===== src/rtl/bus_uart_tx_pkg.sv =====
// Shared types and register-map constants for the memory-mapped UART transmitter.
package uart_pkg;

  typedef enum logic [1:0] {
    IDLE  = 2'd0,
    START = 2'd1,
    DATA  = 2'd2,
    STOP  = 2'd3
  } uart_state_t;

  localparam logic [3:0] TXDATA_OFS = 4'h0;
  localparam logic [3:0] STATUS_OFS = 4'h4;
  localparam logic [3:0] BAUD_OFS   = 4'h8;

  localparam int ST_BUSY      = 0;
  localparam int ST_FULL      = 1;
  localparam int ST_EMPTY     = 2;
  localparam int ST_OVF       = 3;
  localparam int ST_COUNT_LSB = 4;

  // STATUS has only four bits for the fill level.
  function automatic logic [3:0] sat_count(input logic [31:0] c);
    return (c > 32'd15) ? 4'hF : c[3:0];
  endfunction

endpackage


===== src/rtl/bus_uart_tx_if.sv =====
// Core data-bus slice seen by the UART register block.
interface bus_uart_tx_if;
  // A write is taken on the rising edge where sel and bus_wren are both high;
  // there is no back-pressure, so rddata/sel are pure functions of bus_addr.
  logic [31:0] bus_addr;
  logic        bus_wren;
  logic [31:0] bus_wrdata;
  logic [31:0] rddata;
  logic        sel;

  modport master (output bus_addr, bus_wren, bus_wrdata, input rddata, sel);
  modport slave  (input bus_addr, bus_wren, bus_wrdata, output rddata, sel);
endinterface


===== src/rtl/bus_uart_tx_fifo.sv =====
// Synchronous FIFO with first-word fall-through read data and an exact count.
module sync_fifo #(
  parameter int WIDTH = 8,
  parameter int DEPTH = 8
) (
  input  logic                     clk,
  input  logic                     rst,
  input  logic                     push,
  input  logic                     pop,
  input  logic [WIDTH-1:0]         wdata,
  output logic [WIDTH-1:0]         rdata,
  output logic                     full,
  output logic                     empty,
  output logic [$clog2(DEPTH):0]   count
);
  localparam int AW = $clog2(DEPTH);

  logic [WIDTH-1:0] mem [DEPTH];
  logic [AW-1:0]    wr_ptr;
  logic [AW-1:0]    rd_ptr;
  logic             do_push;
  logic             do_pop;

  // A pop in the same cycle frees a slot, so a push into a full FIFO still lands.
  assign do_pop  = pop && !empty;
  assign do_push = push && (!full || do_pop);
  assign full    = (count == (AW+1)'(DEPTH));
  assign empty   = (count == '0);
  assign rdata   = mem[rd_ptr];

  always_ff @(posedge clk) begin
    if (!rst) begin
      wr_ptr <= '0;
      rd_ptr <= '0;
      count  <= '0;
    end else begin
      if (do_push) begin
        mem[wr_ptr] <= wdata;
        wr_ptr      <= wr_ptr + 1'b1;
      end
      if (do_pop) rd_ptr <= rd_ptr + 1'b1;
      case ({do_push, do_pop})
        2'b10:   count <= count + 1'b1;
        2'b01:   count <= count - 1'b1;
        default: count <= count;
      endcase
    end
  end
endmodule


===== src/rtl/bus_uart_tx.sv =====
// UART transmitter on the core data bus: register decode, TX FIFO and 8N1 serializer.
module bus_uart_tx
  import uart_pkg::*;
#(
  parameter logic [31:0] BASE_ADDR   = 32'h1001_0400,
  parameter int          FIFO_DEPTH  = 8,
  parameter logic [15:0] DEFAULT_DIV = 16'd434
) (
  input  logic          clk,
  input  logic          rst,
  bus_uart_tx_if.slave  bus,
  output logic          uart_tx,
  output logic          tx_busy,
  output uart_state_t   dbg_state
);
  localparam int CW = $clog2(FIFO_DEPTH) + 1;

  logic [31:0]   ofs;
  logic          sel_c;
  logic          wr_tx, wr_status, wr_baud;
  logic [15:0]   baud;
  logic          ovf;
  logic [7:0]    fifo_rdata;
  logic          fifo_full, fifo_empty, fifo_pop;
  logic [CW-1:0] fifo_count;
  logic [31:0]   status;
  logic [31:0]   rdata_c;
  logic          unused_wrdata;

  uart_state_t state, state_n;
  logic [15:0] timer, timer_n, div_lat, div_n;
  logic [2:0]  bit_idx, bit_n;
  logic [7:0]  shifter, shift_n;
  logic        tx_q, tx_n;

  assign ofs       = bus.bus_addr - BASE_ADDR;
  assign sel_c     = (bus.bus_addr >= BASE_ADDR) && (ofs < 32'hC);
  assign wr_tx     = sel_c && bus.bus_wren && (ofs[3:2] == TXDATA_OFS[3:2]);
  assign wr_status = sel_c && bus.bus_wren && (ofs[3:2] == STATUS_OFS[3:2]);
  assign wr_baud   = sel_c && bus.bus_wren && (ofs[3:2] == BAUD_OFS[3:2]);
  assign unused_wrdata = ^bus.bus_wrdata[31:16];

  sync_fifo #(.WIDTH(8), .DEPTH(FIFO_DEPTH)) u_fifo (
    .clk   (clk),
    .rst   (rst),
    .push  (wr_tx),
    .pop   (fifo_pop),
    .wdata (bus.bus_wrdata[7:0]),
    .rdata (fifo_rdata),
    .full  (fifo_full),
    .empty (fifo_empty),
    .count (fifo_count)
  );

  assign tx_busy   = (state != IDLE) || !fifo_empty;
  assign uart_tx   = tx_q;
  assign dbg_state = state;

  always_comb begin
    status                 = '0;
    status[ST_BUSY]        = tx_busy;
    status[ST_FULL]        = fifo_full;
    status[ST_EMPTY]       = fifo_empty;
    status[ST_OVF]         = ovf;
    status[ST_COUNT_LSB+:4] = sat_count(32'(fifo_count));
  end

  always_comb begin
    rdata_c = '0;
    if (sel_c) begin
      case (ofs[3:2])
        STATUS_OFS[3:2]: rdata_c = status;
        BAUD_OFS[3:2]:   rdata_c = {16'h0, baud};
        default:         rdata_c = '0;
      endcase
    end
  end

  assign bus.rddata = rdata_c;
  assign bus.sel    = sel_c;

  always_comb begin
    state_n  = state;
    timer_n  = timer;
    div_n    = div_lat;
    bit_n    = bit_idx;
    shift_n  = shifter;
    tx_n     = tx_q;
    fifo_pop = 1'b0;
    case (state)
      IDLE: begin
        tx_n = 1'b1;
        if (!fifo_empty) begin
          fifo_pop = 1'b1;
          shift_n  = fifo_rdata;
          div_n    = baud;
          timer_n  = baud - 16'd1;
          state_n  = START;
          tx_n     = 1'b0;
        end
      end
      START: begin
        if (timer == 16'd0) begin
          state_n = DATA;
          bit_n   = 3'd0;
          tx_n    = shifter[0];
          timer_n = div_lat - 16'd1;
        end else timer_n = timer - 16'd1;
      end
      DATA: begin
        if (timer == 16'd0) begin
          timer_n = div_lat - 16'd1;
          if (bit_idx == 3'd7) begin
            state_n = STOP;
            tx_n    = 1'b1;
          end else begin
            bit_n   = bit_idx + 3'd1;
            shift_n = shifter >> 1;
            tx_n    = shifter[1];
          end
        end else timer_n = timer - 16'd1;
      end
      STOP: begin
        if (timer == 16'd0) begin
          // Back-to-back frames: the next start bit follows the stop bit directly.
          if (!fifo_empty) begin
            fifo_pop = 1'b1;
            shift_n  = fifo_rdata;
            div_n    = baud;
            timer_n  = baud - 16'd1;
            state_n  = START;
            tx_n     = 1'b0;
          end else begin
            state_n = IDLE;
            tx_n    = 1'b1;
          end
        end else timer_n = timer - 16'd1;
      end
      default: state_n = IDLE;
    endcase
  end

  always_ff @(posedge clk) begin
    if (!rst) begin
      state   <= IDLE;
      timer   <= '0;
      div_lat <= DEFAULT_DIV;
      bit_idx <= '0;
      shifter <= '0;
      tx_q    <= 1'b1;
      baud    <= DEFAULT_DIV;
      ovf     <= 1'b0;
    end else begin
      state   <= state_n;
      timer   <= timer_n;
      div_lat <= div_n;
      bit_idx <= bit_n;
      shifter <= shift_n;
      tx_q    <= tx_n;
      if (wr_baud)
        baud <= (bus.bus_wrdata[15:0] == 16'd0) ? 16'd1 : bus.bus_wrdata[15:0];
      if (wr_status && bus.bus_wrdata[ST_OVF]) ovf <= 1'b0;
      else if (wr_tx && fifo_full && !fifo_pop) ovf <= 1'b1;
    end
  end
endmodule


===== src/flat_wrapper.sv =====
// flat-port wrapper written by rule: the top's interface ports become plain ports
module bus_uart_tx_flat import uart_pkg::*;
#(
  parameter logic [31:0] BASE_ADDR   = 32'h1001_0400,
  parameter int          FIFO_DEPTH  = 8,
  parameter logic [15:0] DEFAULT_DIV = 16'd434
)
  (clk, rst, uart_tx, tx_busy, dbg_state, bus_bus_addr, bus_bus_wren, bus_bus_wrdata, bus_rddata, bus_sel);
  bus_uart_tx_if bus_i ();
  input  logic clk;
  input  logic rst;
  output logic uart_tx;
  output logic tx_busy;
  output uart_state_t dbg_state;
  input wire logic [$bits(bus_i.bus_addr)-1:0] bus_bus_addr;
  input wire logic [$bits(bus_i.bus_wren)-1:0] bus_bus_wren;
  input wire logic [$bits(bus_i.bus_wrdata)-1:0] bus_bus_wrdata;
  output wire logic [$bits(bus_i.rddata)-1:0] bus_rddata;
  output wire logic [$bits(bus_i.sel)-1:0] bus_sel;
  assign bus_i.bus_addr = bus_bus_addr;
  assign bus_i.bus_wren = bus_bus_wren;
  assign bus_i.bus_wrdata = bus_bus_wrdata;
  assign bus_rddata = bus_i.rddata;
  assign bus_sel = bus_i.sel;
  bus_uart_tx #(.BASE_ADDR(BASE_ADDR), .FIFO_DEPTH(FIFO_DEPTH), .DEFAULT_DIV(DEFAULT_DIV)) u_core (.clk(clk), .rst(rst), .bus(bus_i), .uart_tx(uart_tx), .tx_busy(tx_busy), .dbg_state(dbg_state));
endmodule

===== config.mk =====
export PLATFORM = sky130hd
export DESIGN_NAME = bus_uart_tx_flat
export DESIGN_NICKNAME = d
export VERILOG_FILES = /design/src/rtl/bus_uart_tx_pkg.sv /design/src/rtl/bus_uart_tx_if.sv /design/src/rtl/bus_uart_tx_fifo.sv /design/src/rtl/bus_uart_tx.sv /design/src/flat_wrapper.sv
export SDC_FILE = /design/constraint.sdc
export NUM_CORES = 1
export LEC_CHECK = 0
export CORE_ASPECT_RATIO = 1.1
export CORE_MARGIN = 8
export CORE_UTILIZATION = 42
export CTS_BUF_LIST = sky130_fd_sc_hd__clkbuf_4
export DETAILED_ROUTE_END_ITERATION = 6
export DONT_BUFFER_PORTS = 1
export GPL_ROUTABILITY_DRIVEN = 0
export PLACE_DENSITY = 0.68
export SKIP_LAST_GASP = 1
export SYNTH_ARGS = -nofsm -noshare
export SYNTH_HDL_FRONTEND = slang
export SYNTH_SLANG_ARGS = --single-unit

===== constraint.sdc =====
create_clock -name clk -period 5.63 [get_ports clk]
set_input_delay 1.126 -clock clk [delete_from_list [all_inputs] [get_ports clk]]
set_output_delay 1.126 -clock clk [all_outputs]
set_load 0.05 [all_outputs]

# == Yosys cells after proc, flatten, opt, wreduce, memory -nomap -nowiden ==
# Memories as Yosys holds them, arrays and structs flattened. A register that Yosys moved wholly into a read port is not among the register bits.
# Cells that the tools add are included.
# classes
n_addsub,9
multipliers,0
n_div,0
n_lt_le_gt_ge,2
n_eq_ne,15
n_shift,0
n_mux,41
n_bitwise,1
n_reduce_logical,32
# op_table
cell,n
$mux 16,6
$pmux 16 s2,2
$pmux 16 s3,1
$sub 16x1->16 const B,3
$ge 32x29->1 const B,1
$logic_not 16->1,2
$lt 32x4->1 const B,1
$mux 32,1
$mux 8,4
$sub 32x29->32 const B,1
$pmux 8 s3,1
$mux 3,5
$mux 1,11
$logic_and 1x1->1,10
$mux 2,5
$add 3x1->3 const B,3
$eq 2x2->1 const B,4
$ne 2x1->1 const B,4
$pmux 2 s4,1
$pmux 4 s2,1
$reduce_and 4->1,2
$reduce_bool 2->1,4
$eq 2x1->1 const B,3
$pmux 3 s2,1
other kinds (17),23
# totals
register_bits,73
latch_bits,0
ram_bits,64
romBits,0
input_bits,67
out_inout_bits,37
elab_cells,112
memories,1
# memory_table
memory,words,word_bits,read_ports,rd_ports_with_merged_regs,wr,line,text
u_core.u_fifo.mem,8,8,1,1,1,bus_uart_tx_fifo.sv:18,logic [WIDTH-1:0] mem [DEPTH];

# == Depth between registers and ports, before layout ==
# logic_depth
ltp_word,10
ltp_mapped,12
ltp_nobuf,12

# == Modules after synthesis ==
# A second synthesis with hierarchy kept.
# hier_totals
cells_unflattened,742
hier_area_um2,7574.8
# modules_own_cells
mod,instances,cells_each,area_each_um2,seq_area_each_um2
bus_uart_tx,1,568,4449.3,1261.2
sync_fifo,1,174,3125.5,2182.1

# == Worst setup path before layout ==
# OpenSTA, ideal clock, no wires.
# synth_path
path_type,input port to output port
from,input bus_bus_addr[22]
to,output bus_rddata[0]
t_arrival_ns,4.312
required_ns,4.504
setup_slack_ns,0.192
path_stages,8
path_buffers,1
cell_sequence,or4_1 -> or3_1 -> o21ai_0 -> nand3b_1 -> nor4b_1 -> clkbuf_1 -> nand2_1 -> nor2_1
# synth_between
elab_chain_cells,4
word_cells_on_any_way,5
classes_between,add/sub (1); order compare (2); mux (1); reduce/logical (1)
# synth_lines
element,line,text
"start, declared",flat_wrapper.sv:15,input wire logic [$bits(bus_i.bus_addr)-1:0] bus_bus_addr;
$sub 32x29->32,bus_uart_tx.sv:36,assign ofs = bus.bus_addr - BASE_ADDR;
$lt 32x4->1,bus_uart_tx.sv:37,assign sel_c = (bus.bus_addr >= BASE_ADDR) && (ofs < 32'hC);
$logic_and 1x1->1 *,bus_uart_tx.sv:37,
named net bus_sel,flat_wrapper.sv:19,output wire logic [$bits(bus_i.sel)-1:0] bus_sel;
$mux 32 *,bus_uart_tx.sv:70,if (sel_c) begin
"end, declared",flat_wrapper.sv:18,output wire logic [$bits(bus_i.rddata)-1:0] bus_rddata;
# The timed path passes the listed nets; every way through them passes the cells marked *.

# == Worst setup path after layout ==
# layout_path
from,input bus_bus_addr[22]
to,output bus_rddata[9]
# Same word-level chain as after synthesis.

==> impl_metrics.tcl <==
set metrics [dict create \
    path_clk_slew_ns 0.14 \
    tightest_slew_ns 1.15 \
    first_pass_iters 5 \
    fin_skew_ns 0.0228 \
    final_nets 821 \
    power_frac_comb 0.449 \
    maxSlewHeadroom 0.231 \
    tns_ns 0 \
    powerDensity_nw_per_um2 441 \
    hpwl_um 12400 \
    port_buffers 0 \
    syn_inst 740 \
    synth_fa_ha_area_frac 0.0284 \
    post_cts_buffers 0 \
    startpoint_type "primary input" \
    cts_root_buffer "clkbuf_4" \
    wirelength_um 17400 \
    layout_worst_path_cycle_share 0.842 \
    holdCritStartpoint "u_core.shifter[7]$_SDFFE_PN0P_" \
    drv_cap 0 \
    cts_num_sinks 140 \
    yosysMostFrequentCell "nor2_1" \
    start_util 0.425 \
    vias 5482 \
    synth_edf_count 64 \
    cts_resized 0 \
    hold_end "u_core.shifter[7]$_SDFFE_PN0P_" \
    drv_slew 0 \
    synthSimpleGateAreaFrac 0.187 \
    max_freq_mhz 211 \
    hold_depth 2 \
    multi_input_area_sq_um 3770 \
    fp.dieW_um 143 \
    switching_share 0.430 \
    finalSetupViolations 0 \
    r2r-start "u_core.dbg_state[0]$_SDFFE_PN0P_" \
    hp-class "reg2reg" \
    tritoncts "yes" \
    fillers 1689 \
    dieArea_sq_um 22400 \
    synth_top_area_frac 0.257 \
    ir_drop_mv 0.217 \
    grt_pass1_vias 5333 \
    critPathCaptureType "primary output" \
    avgSynthCellArea_sq_um 10.1 \
    synth_xor_area_frac 0.0526 \
    muxShareOfSynthArea 0.121 \
    worstPathRequired_ns 4.50 \
    grt_setup_unrepaired "false" \
    synth_area_leaders "edfxtp_1 (26%), dfxtp_1 (20%), mux2i_1 (6.9%), nor2_1 (5.2%), mux4_2 (4.8%)" \
    insertion_delay_ns 0.57 \
    synth_top_family_by_area "simple AND/OR/NAND/NOR gates" \
    ant_nets 0 \
    grt_max_degree 42 \
    core_sq_um 17600 \
    path_class "in2out" \
    overflow 0 \
    reg2reg_to "u_core.u_fifo.mem[7][2]$_DFFE_PP_" \
    final_design_area_no_fill_sq_um 8020 \
    grt_pass1_wl_um 27900 \
    finalCriticalPeriod_ns 4.74 \
    synth_common_cells "nor2_1 (104), dfxtp_1 (76), edfxtp_1 (64)" \
    yosysSeqAreaShare 0.460 \
    synth_top_flop_cell "dfxtp_1" \
    drc 0 \
    pwr-share-seq 0.372 \
    area_growth_pct 7.07 \
    rows 51 \
    die_h_um 156 \
    status "complete, no violations" \
    vias_per_cell 5.54 \
    ios 104 \
    cts_buffers 17 \
    hold_viol_final 0 \
    avgRoutedWirePerCell_um 17.6 \
    cp_max_fo 10 \
    p_clk_frac 0.179 \
    cts_max_path_buffers 2 \
    arrival_ns 3.62 \
    rrSetupSlack_ns 1.39 \
    place_area_sq_um 7750 \
    ff2ff_path_depth 9 \
    cts_max_level 4 \
    ys_ff_latch 140 \
    final_layout_size_suffix_gt1_frac 0.121 \
    synth-async-reset-ratio 0 \
    synth_warnings 0 \
    antenna_found_initial 1 \
    register_area_sq_um 3440 \
    cts_hold_buf 0 \
    synth_cell_types 68 \
    drt_iter0_drc 414 \
    synth-compound-area-share 0.104 \
    leakage_nw 2.98 \
    grt_usage 0.159 \
    internal_power_mw 2.02 \
    netlist_area_sq_um 7490 \
    p_sw_mw 1.52 \
    synth_area_leader_cell "edfxtp_1" \
]
[cell usage in the layout (no fill, tap or decap), types with 6 or more instances in the layout]
| master | count |
|---|---|
| conb_1 | 16 |
| mux2i_1 | 52 |
| nand3b_1 | 7 |
| o21ai_0 | 22 |
| or4_1 | 12 |
| nor4_1 | 10 |
| nand3_1 | 7 |
| clkbuf_4 | 17 |
| nor3_1 | 23 |
| a22oi_1 | 18 |
| nand2b_1 | 6 |
| buf_4 | 23 |
| a211oi_1 | 10 |
| or3_1 | 12 |
| nand2_1 | 50 |
| edfxtp_1 | 64 |
| dfxtp_1 | 76 |
| inv_1 | 15 |
| mux4_2 | 16 |
| and3_1 | 12 |
| a21oi_1 | 25 |
| xnor2_1 | 19 |
| nor2_1 | 104 |
| inv_6 | 7 |
| ha_1 | 17 |
| xor2_1 | 26 |
[power groups by stage]
stage / logic (mW) / clock network [mW] / registers [mW]
after global routing: 1.75 / 0.689 / 1.34
after CTS: 1.58 / 0.646 / 1.32
final: 1.59 / 0.634 / 1.32
after floorplan: 1.33 / 0 / 1.27
after detailed placement: 1.58 / 0 / 1.34
after global placement: 1.56 / 0 / 1.34
[metrics by stage]
stage	util	cells	hold WS (ns)	total power, mW	worst slack [ns]
CTS	0.455	988	0.483	3.55	0.888
detailed placement	0.440	956	0.459	2.92	0.887
floorplan	-	755	0.432	2.60	0.192
finish	0.455	989	0.480	3.54	0.887
global route	0.455	989	0.517	3.78	0.738
global placement	0.440	956	0.442	2.90	0.913
[how the worst max path moves through the flow]
stage	cells past startpoint	to	startpoint	slack [ns]
after floorplan	8	bus_rddata[0]	bus_bus_addr[22]	0.19
final	7	bus_rddata[9]	bus_bus_addr[22]	0.89
after CTS	7	bus_rddata[9]	bus_bus_addr[22]	0.89
after detailed placement	7	bus_rddata[9]	bus_bus_addr[22]	0.89
after global placement	7	bus_rddata[9]	bus_bus_addr[22]	0.91
after global routing	7	bus_rddata[9]	bus_bus_addr[22]	0.74
[sequential cells by signal (all words and copies together), names as in the netlist, named ones only]
register and cells:
u_core.u_fifo.mem 64, u_core.baud 16, u_core.div_lat 16, u_core.timer 16
u_core.shifter 8, u_core.u_fifo.count 4, u_core.bit_idx 3, u_core.u_fifo.rd_ptr 3
u_core.u_fifo.wr_ptr 3, u_core.dbg_state 2, u_core.ovf 1, u_core.uart_tx 1
[per-layer routing]
layer,share of wire,wire [um],vias to the layer above,global-route usage
li1,-,-,2677,-
met1,0.44,7730,2633,0.195
met5,0,0,-,0
met3,0.061,1060,23,0.0422
met2,0.47,8250,149,0.261
met4,0.020,345,0,0.0637
[cell type report]
cell class / count / share of cell area
antenna: 1 / 0.000312
tap: 238 / 0.0371
sequential: 140 / 0.429
clock buffer: 17 / 0.0159
clock inverter: 15 / 0.0178
inverter: 16 / 0.00749
timing repair buffer: 23 / 0.0215
multi-input combinational: 539 / 0.470
[cell families after synthesis]
family / count (synthesis)
other cells: 1
fa+ha+maj: 17
buf+inv: 76
compound gates: 115
mux: 70
simple gates: 276
flops: 140
xor+xnor: 45
[worst max-delay path, cell delays in order]
cell and delay [ns]:
or4_1 0.57, or3_1 0.42, o21ai_0 0.21, nand3b_1 0.14
nor4b_2 0.31, buf_4 0.30, and3_1 0.53
Power figures use the tool's default switching activity.
